`src/rtl/alu_rol_7bit_seq.sv`:
```
// alu_rol_7bit_seq: sequential rotate-left unit for the 7-bit ALU datapath.
// Rotates the captured operand one position per clock, with valid/ready on both sides.
module alu_rol_7bit_seq #(
    parameter int WIDTH = 7,
    parameter int SHW   = 3
) (
    input  logic             clk,
    input  logic             rst,
    input  logic             in_valid,
    output logic             in_ready,
    input  logic [WIDTH-1:0] in,
    input  logic [SHW-1:0]   shift,
    output logic             out_valid,
    input  logic             out_ready,
    output logic [WIDTH-1:0] out,
    output logic             busy
);

    typedef enum logic [1:0] {
        IDLE   = 2'd0,
        ROTATE = 2'd1,
        DONE   = 2'd2
    } state_t;

    state_t           state;
    state_t           state_next;
    logic [WIDTH-1:0] data;
    logic [WIDTH-1:0] data_rot;
    logic [SHW-1:0]   count;
    logic [SHW-1:0]   amount;
    logic             accept;
    logic             last_rot;

    // A full-width rotate is the identity, so the amount is reduced modulo WIDTH.
    assign amount   = SHW'(32'(shift) % WIDTH);
    assign data_rot = {data[WIDTH-2:0], data[WIDTH-1]};
    assign accept   = (state == IDLE) && in_valid;
    assign last_rot = (state == ROTATE) && (count == SHW'(1));

    always_ff @(posedge clk or posedge rst) begin
        if (rst) begin
            state <= IDLE;
        end else begin
            state <= state_next;
        end
    end

    always_comb begin
        state_next = state;
        in_ready   = 1'b0;
        out_valid  = 1'b0;
        busy       = 1'b0;
        case (state)
            IDLE: begin
                in_ready = 1'b1;
                if (in_valid) begin
                    state_next = (amount == '0) ? DONE : ROTATE;
                end
            end
            ROTATE: begin
                busy = 1'b1;
                if (count == SHW'(1)) begin
                    state_next = DONE;
                end
            end
            DONE: begin
                busy      = 1'b1;
                out_valid = 1'b1;
                if (out_ready) begin
                    state_next = IDLE;
                end
            end
            default: begin
                state_next = IDLE;
            end
        endcase
    end

    // out is loaded only on the edge that enters DONE, so it never shows
    // intermediate rotations and holds its value after the handshake.
    always_ff @(posedge clk or posedge rst) begin
        if (rst) begin
            data  <= '0;
            count <= '0;
            out   <= '0;
        end else if (accept) begin
            data  <= in;
            count <= amount;
            if (amount == '0) begin
                out <= in;
            end
        end else if (state == ROTATE) begin
            data  <= data_rot;
            count <= count - SHW'(1);
            if (last_rot) begin
                out <= data_rot;
            end
        end
    end

endmodule
```
`config.mk`:
```
export PLATFORM = sky130hd
export DESIGN_NAME = alu_rol_7bit_seq
export DESIGN_NICKNAME = d
export VERILOG_FILES = /design/src/rtl/alu_rol_7bit_seq.sv
export SDC_FILE = /design/constraint.sdc
export NUM_CORES = 1
export LEC_CHECK = 0
export ABC_AREA = 1
export CAP_MARGIN = 20
export CORE_ASPECT_RATIO = 1.2
export CORE_MARGIN = 1
export CORE_UTILIZATION = 39
export DETAILED_ROUTE_END_ITERATION = 16
export GPL_ROUTABILITY_DRIVEN = 0
export GPL_TIMING_DRIVEN = 0
export PLACE_DENSITY = 0.76
export REMOVE_ABC_BUFFERS = 1
export SYNTH_ARGS = -nofsm -noshare
export SYNTH_HDL_FRONTEND = slang
export SYNTH_SLANG_ARGS = --single-unit
```
`constraint.sdc`:
```
create_clock -name clk -period 2.8 [get_ports clk]
set_input_delay 0.42 -clock clk [delete_from_list [all_inputs] [get_ports clk]]
set_output_delay 0.42 -clock clk [all_outputs]
set_load 0.1 [all_outputs]
```
======== Word-level counts from Yosys, hierarchy flattened ========
Cells that the tools add are included.
W data, S select, Z words.
storage, ports and cells
  register bits ........................... 19
  logic and storage cells ................. 38
  output and inout bits ................... 10
  input port bits ......................... 14
cells by class
  reductions and logical operators ........ 9
  divide/modulo/power cells ............... 1
  mux-type cells .......................... 16
  equality and inequality tests ........... 7
  add/sub/neg operators ................... 1
operators with widths
  cell                    number
  $mux W7                 6
  $mod A3 B3 Y32 const B  1
  $mux W2                 4
  $mux W3                 2
  $ne A2 B2 Y1 const B    3
  $pmux W2 S3             1
  $reduce_and A3 Y1       2
  $reduce_bool A2 Y1      2
  $eq A3 B1 Y1 const B    1
  $logic_not A3 Y1        1
  $mux W1                 3
  $sub A3 B1 Y3 const B   1
  $eq A2 B1 Y1 const B    1
  $eq A2 B2 Y1 const B    1
  $logic_and A1 B1 Y1     2
  $logic_not A2 Y1        1
  $ne A2 B1 Y1 const B    1
  $reduce_or A2 Y1        1

======== Depth between registers and ports, before layout ========
  depth after elaboration ................. 5
  mapped depth ............................ 9
  mapped depth without buffers ............ 9

======== Worst setup path after synthesis ========
OpenSTA, ideal clock, no wires.
  path type ............................... reg-to-reg
  start point ............................. register state[0]
  end point ............................... register data[4]
  data required time ...................... 2.675 ns
  stages on the path, launching flop included .. 7
  setup slack ............................. 0.585 ns
  buffers on the path ..................... 1
  data arrival time ....................... 2.091 ns
  clock period less this slack ............ 2.215 ns
  library setup time ...................... 0.125 ns
  path through ............................ dfrtp_1 > inv_1 > ha_1 > nand2_1 > buf_4 > nand2_1 > mux2_2
on the way
  word-level cells in the longest chain between the ends .. 3
  elaborated cells on any way between the ends .. 5
  those cells by class .................... 1 x eq/ne; 1 x mux; 3 x reduce/logical
RTL lines
  element                                               line  source
  start, declared                                       25    state_t state;
  start signal, assigned                                44    state <= state_next;
  $logic_not A2 Y1                                      37    assign accept = (state == IDLE) && in_valid;
  $logic_and A1 B1 Y1                                   37
  $mux W7 / $reduce_bool A2 Y1 (equally long branches)  -
  end signal, assigned                                  87    data <= in;
  end signal, assigned                                  93    data <= data_rot;
  end, declared                                         27    logic [WIDTH-1:0] data;
Several ways; a longest one is shown, not always the timed one.
A chain may end at the register's enable or synchronous reset.

======== Worst setup path after layout ========
  start point ............................. register state[0]
  end point ............................... output port in_ready
on the way
  word-level cells in the longest chain between the ends .. 2
RTL lines
  element           line  source
  $logic_not A2 Y1  53    case (state)
  $mux W1           53
  end, declared     10    output logic in_ready,
Every way passes these cells.

==> flow_metrics.tcl <==
set metrics [dict create \
    outcome "completed" \
    holdPathStages 2 \
    crit_path_end_kind "output pin" \
    finalMaxSlewViolations 0 \
    final-hold-violation-count 0 \
    synth_area_leaders "dfrtp_1 45%, nand2_1 16%, o21ai_0 7.6%, ha_1 7.1%, inv_1 6.4%" \
    cts_max_level 1 \
    start_util 0.413 \
    crit_path_start_kind "register" \
    ant_nets 0 \
    relSlewSlack 0.355 \
    rsz0062_at_grt "no" \
    post_cts_resized 0 \
    ff2ff_path_depth 6 \
    required_ns 2.38 \
    synth.distinct_cells 19 \
    hold_start "out[3]$_DFFE_PP0P_" \
    rrSetupSlack_ns 0.85 \
    grt_start_max_net_pins 20 \
    vias 900 \
    vias_per_cell 4.71 \
    clk_pin_slew_ns 0.10 \
    die_w_um 49.5 \
    wl_per_cell_um 10.4 \
    hpwl_mm 1.55 \
    drv_cap 0 \
    grt_pass1_wl_mm 3.66 \
    area_growth_pct 26.6 \
    seq_area_frac_synth 0.451 \
    placement.io_buffers 23 \
    num_rows 20 \
    r2r_start "state[0]$_DFFE_PP0P_" \
    layout_common_cells "46 x nand2_1, 23 x clkdlybuf4s50_1, 19 x dfrtp_1" \
    yosys_warnings 0 \
    syn_area_per_cell_um2 7.87 \
    cts_setup_buffers 0 \
    crit_start "state[0]$_DFFE_PP0P_" \
    cts.sinks 19 \
    cp_max_fo 4 \
    finClkSkew_ns 0.00257 \
    crit_type "reg -> out" \
    tns_ns 0 \
    cts-root-buf "clkbuf_4" \
    design_area_um2 1340 \
    cp.arrival_ns 2.15 \
    cts_buffer_depth 2 \
    layout_commonest_cell "nand2_1" \
    num_antenna_cells 0 \
    overflow 0 \
    hp-class "reg -> reg" \
    die_area_um2 2920 \
    boundaryPins 24 \
    antenna_found_initial 0 \
    finalSetupViolCount 0 \
    hold_ws_ns 0.479 \
    netlist_instances 134 \
    placed_area_um2 1310 \
    drtIter0Drc 18 \
    fin_crit_sh 0.918 \
    drive_gt1_frac 0.0506 \
    ys_ff_latch 19 \
    synth_top_area_cell "dfrtp_1" \
    clk-insertion-delay-late_ns 0.29 \
    cts_tree "built" \
    fp.coreArea_um2 2550 \
    cts-buffers-inserted 3 \
    grt_pass1_vias 898 \
    die_y_um 59.0 \
    min_to "out[3]$_DFFE_PP0P_" \
    first_pass_iters 4 \
    syn_area_um2 1050 \
    grt_use_total 0.169 \
    yosysTopAreaCellShare 0.451 \
    min_period_ns 2.57 \
    ctsHoldBuffers 0 \
    layout.nets 179 \
    wirelength_mm 1.99 \
    worstMarginPinSlew_ns 0.964 \
    fmax_mhz 389 \
    drc 0 \
    rr_endpoint "data[4]$_DFFE_PP0P_" \
]
-- routing by layer --
metal / vias to the layer above / wire, um / global-route usage
li1: 476 / - / -
met1: 396 / 855 / 0.183
met2: 24 / 997 / 0.303
met3: 4 / 100 / 0.0333
met4: 0 / 34 / 0.106
met5: - / 0 / 0
-- logic make-up after synthesis --
group	Yosys count	share of synthesized area
adders and majority gates	6	0.0712
buffers and inverters	22	0.0842
AOI/OAI and AO/OA	20	0.117
muxes	1	0.0107
and+or+nand+nor	65	0.257
xor gates and xnor gates	1	0.00831
DFF	19	0.451
-- cells in the mapped netlist --
cell type / count
nand4_1: 1
inv_1: 18
o21ai_0: 16
xnor2_1: 1
dfrtp_1: 19
nor2_1: 4
ha_1: 6
nand2_2: 1
a21boi_0: 1
a31oi_1: 1
buf_2: 2
inv_2: 1
o31ai_4: 1
o221ai_1: 1
nand2_1: 46
buf_4: 1
mux2_2: 1
nand2_4: 1
nand3_1: 12
-- metrics by stage --
| step | std cells | setup WS [ns] | util |
|---|---|---|---|
| after floorplan | 131 | 0.214 | - |
| after global placement | 187 | 0.551 | 0.513 |
| after detailed placement | 187 | 0.564 | 0.513 |
| after CTS | 191 | 0.207 | 0.523 |
| after global routing | 191 | 0.115 | 0.523 |
| final | 191 | 0.229 | 0.523 |
-- worst max-delay path, cell delays in order (launching register included) --
cell and delay (ns):
dfrtp_1 0.42, inv_1 0.09, ha_1 0.21, clkdlybuf4s50_1 1.15
-- worst max-delay path by stage --
stage / slack (ns) / end / cells after the start
final: 0.23 / in_ready / 3
after CTS: 0.21 / in_ready / 3
after detailed placement: 0.56 / in_ready / 3
after global placement: 0.55 / in_ready / 3
after global routing: 0.11 / in_ready / 3
after floorplan: 0.21 / data[4]$_DFFE_PP0P_ / 6
-- final cells by class --
| class | count | area [um^2] |
|---|---|---|
| clock buffers | 4 | 26.3 |
| fillers | 266 | 1220 |
| inverters | 19 | 71.3 |
| multi-input cells | 93 | 490 |
| flip-flops and latches | 19 | 475 |
| well taps | 33 | 41.3 |
| repair buffers | 23 | 230 |
-- flip-flops by register name (all words and copies together) (netlist names) --
name / cells
state: 2
count: 3
out: 7
data: 7
Power is left out: the tool's default activity adds up to more than one toggle a clock period on the data nets, which glitch-free logic cannot reach.
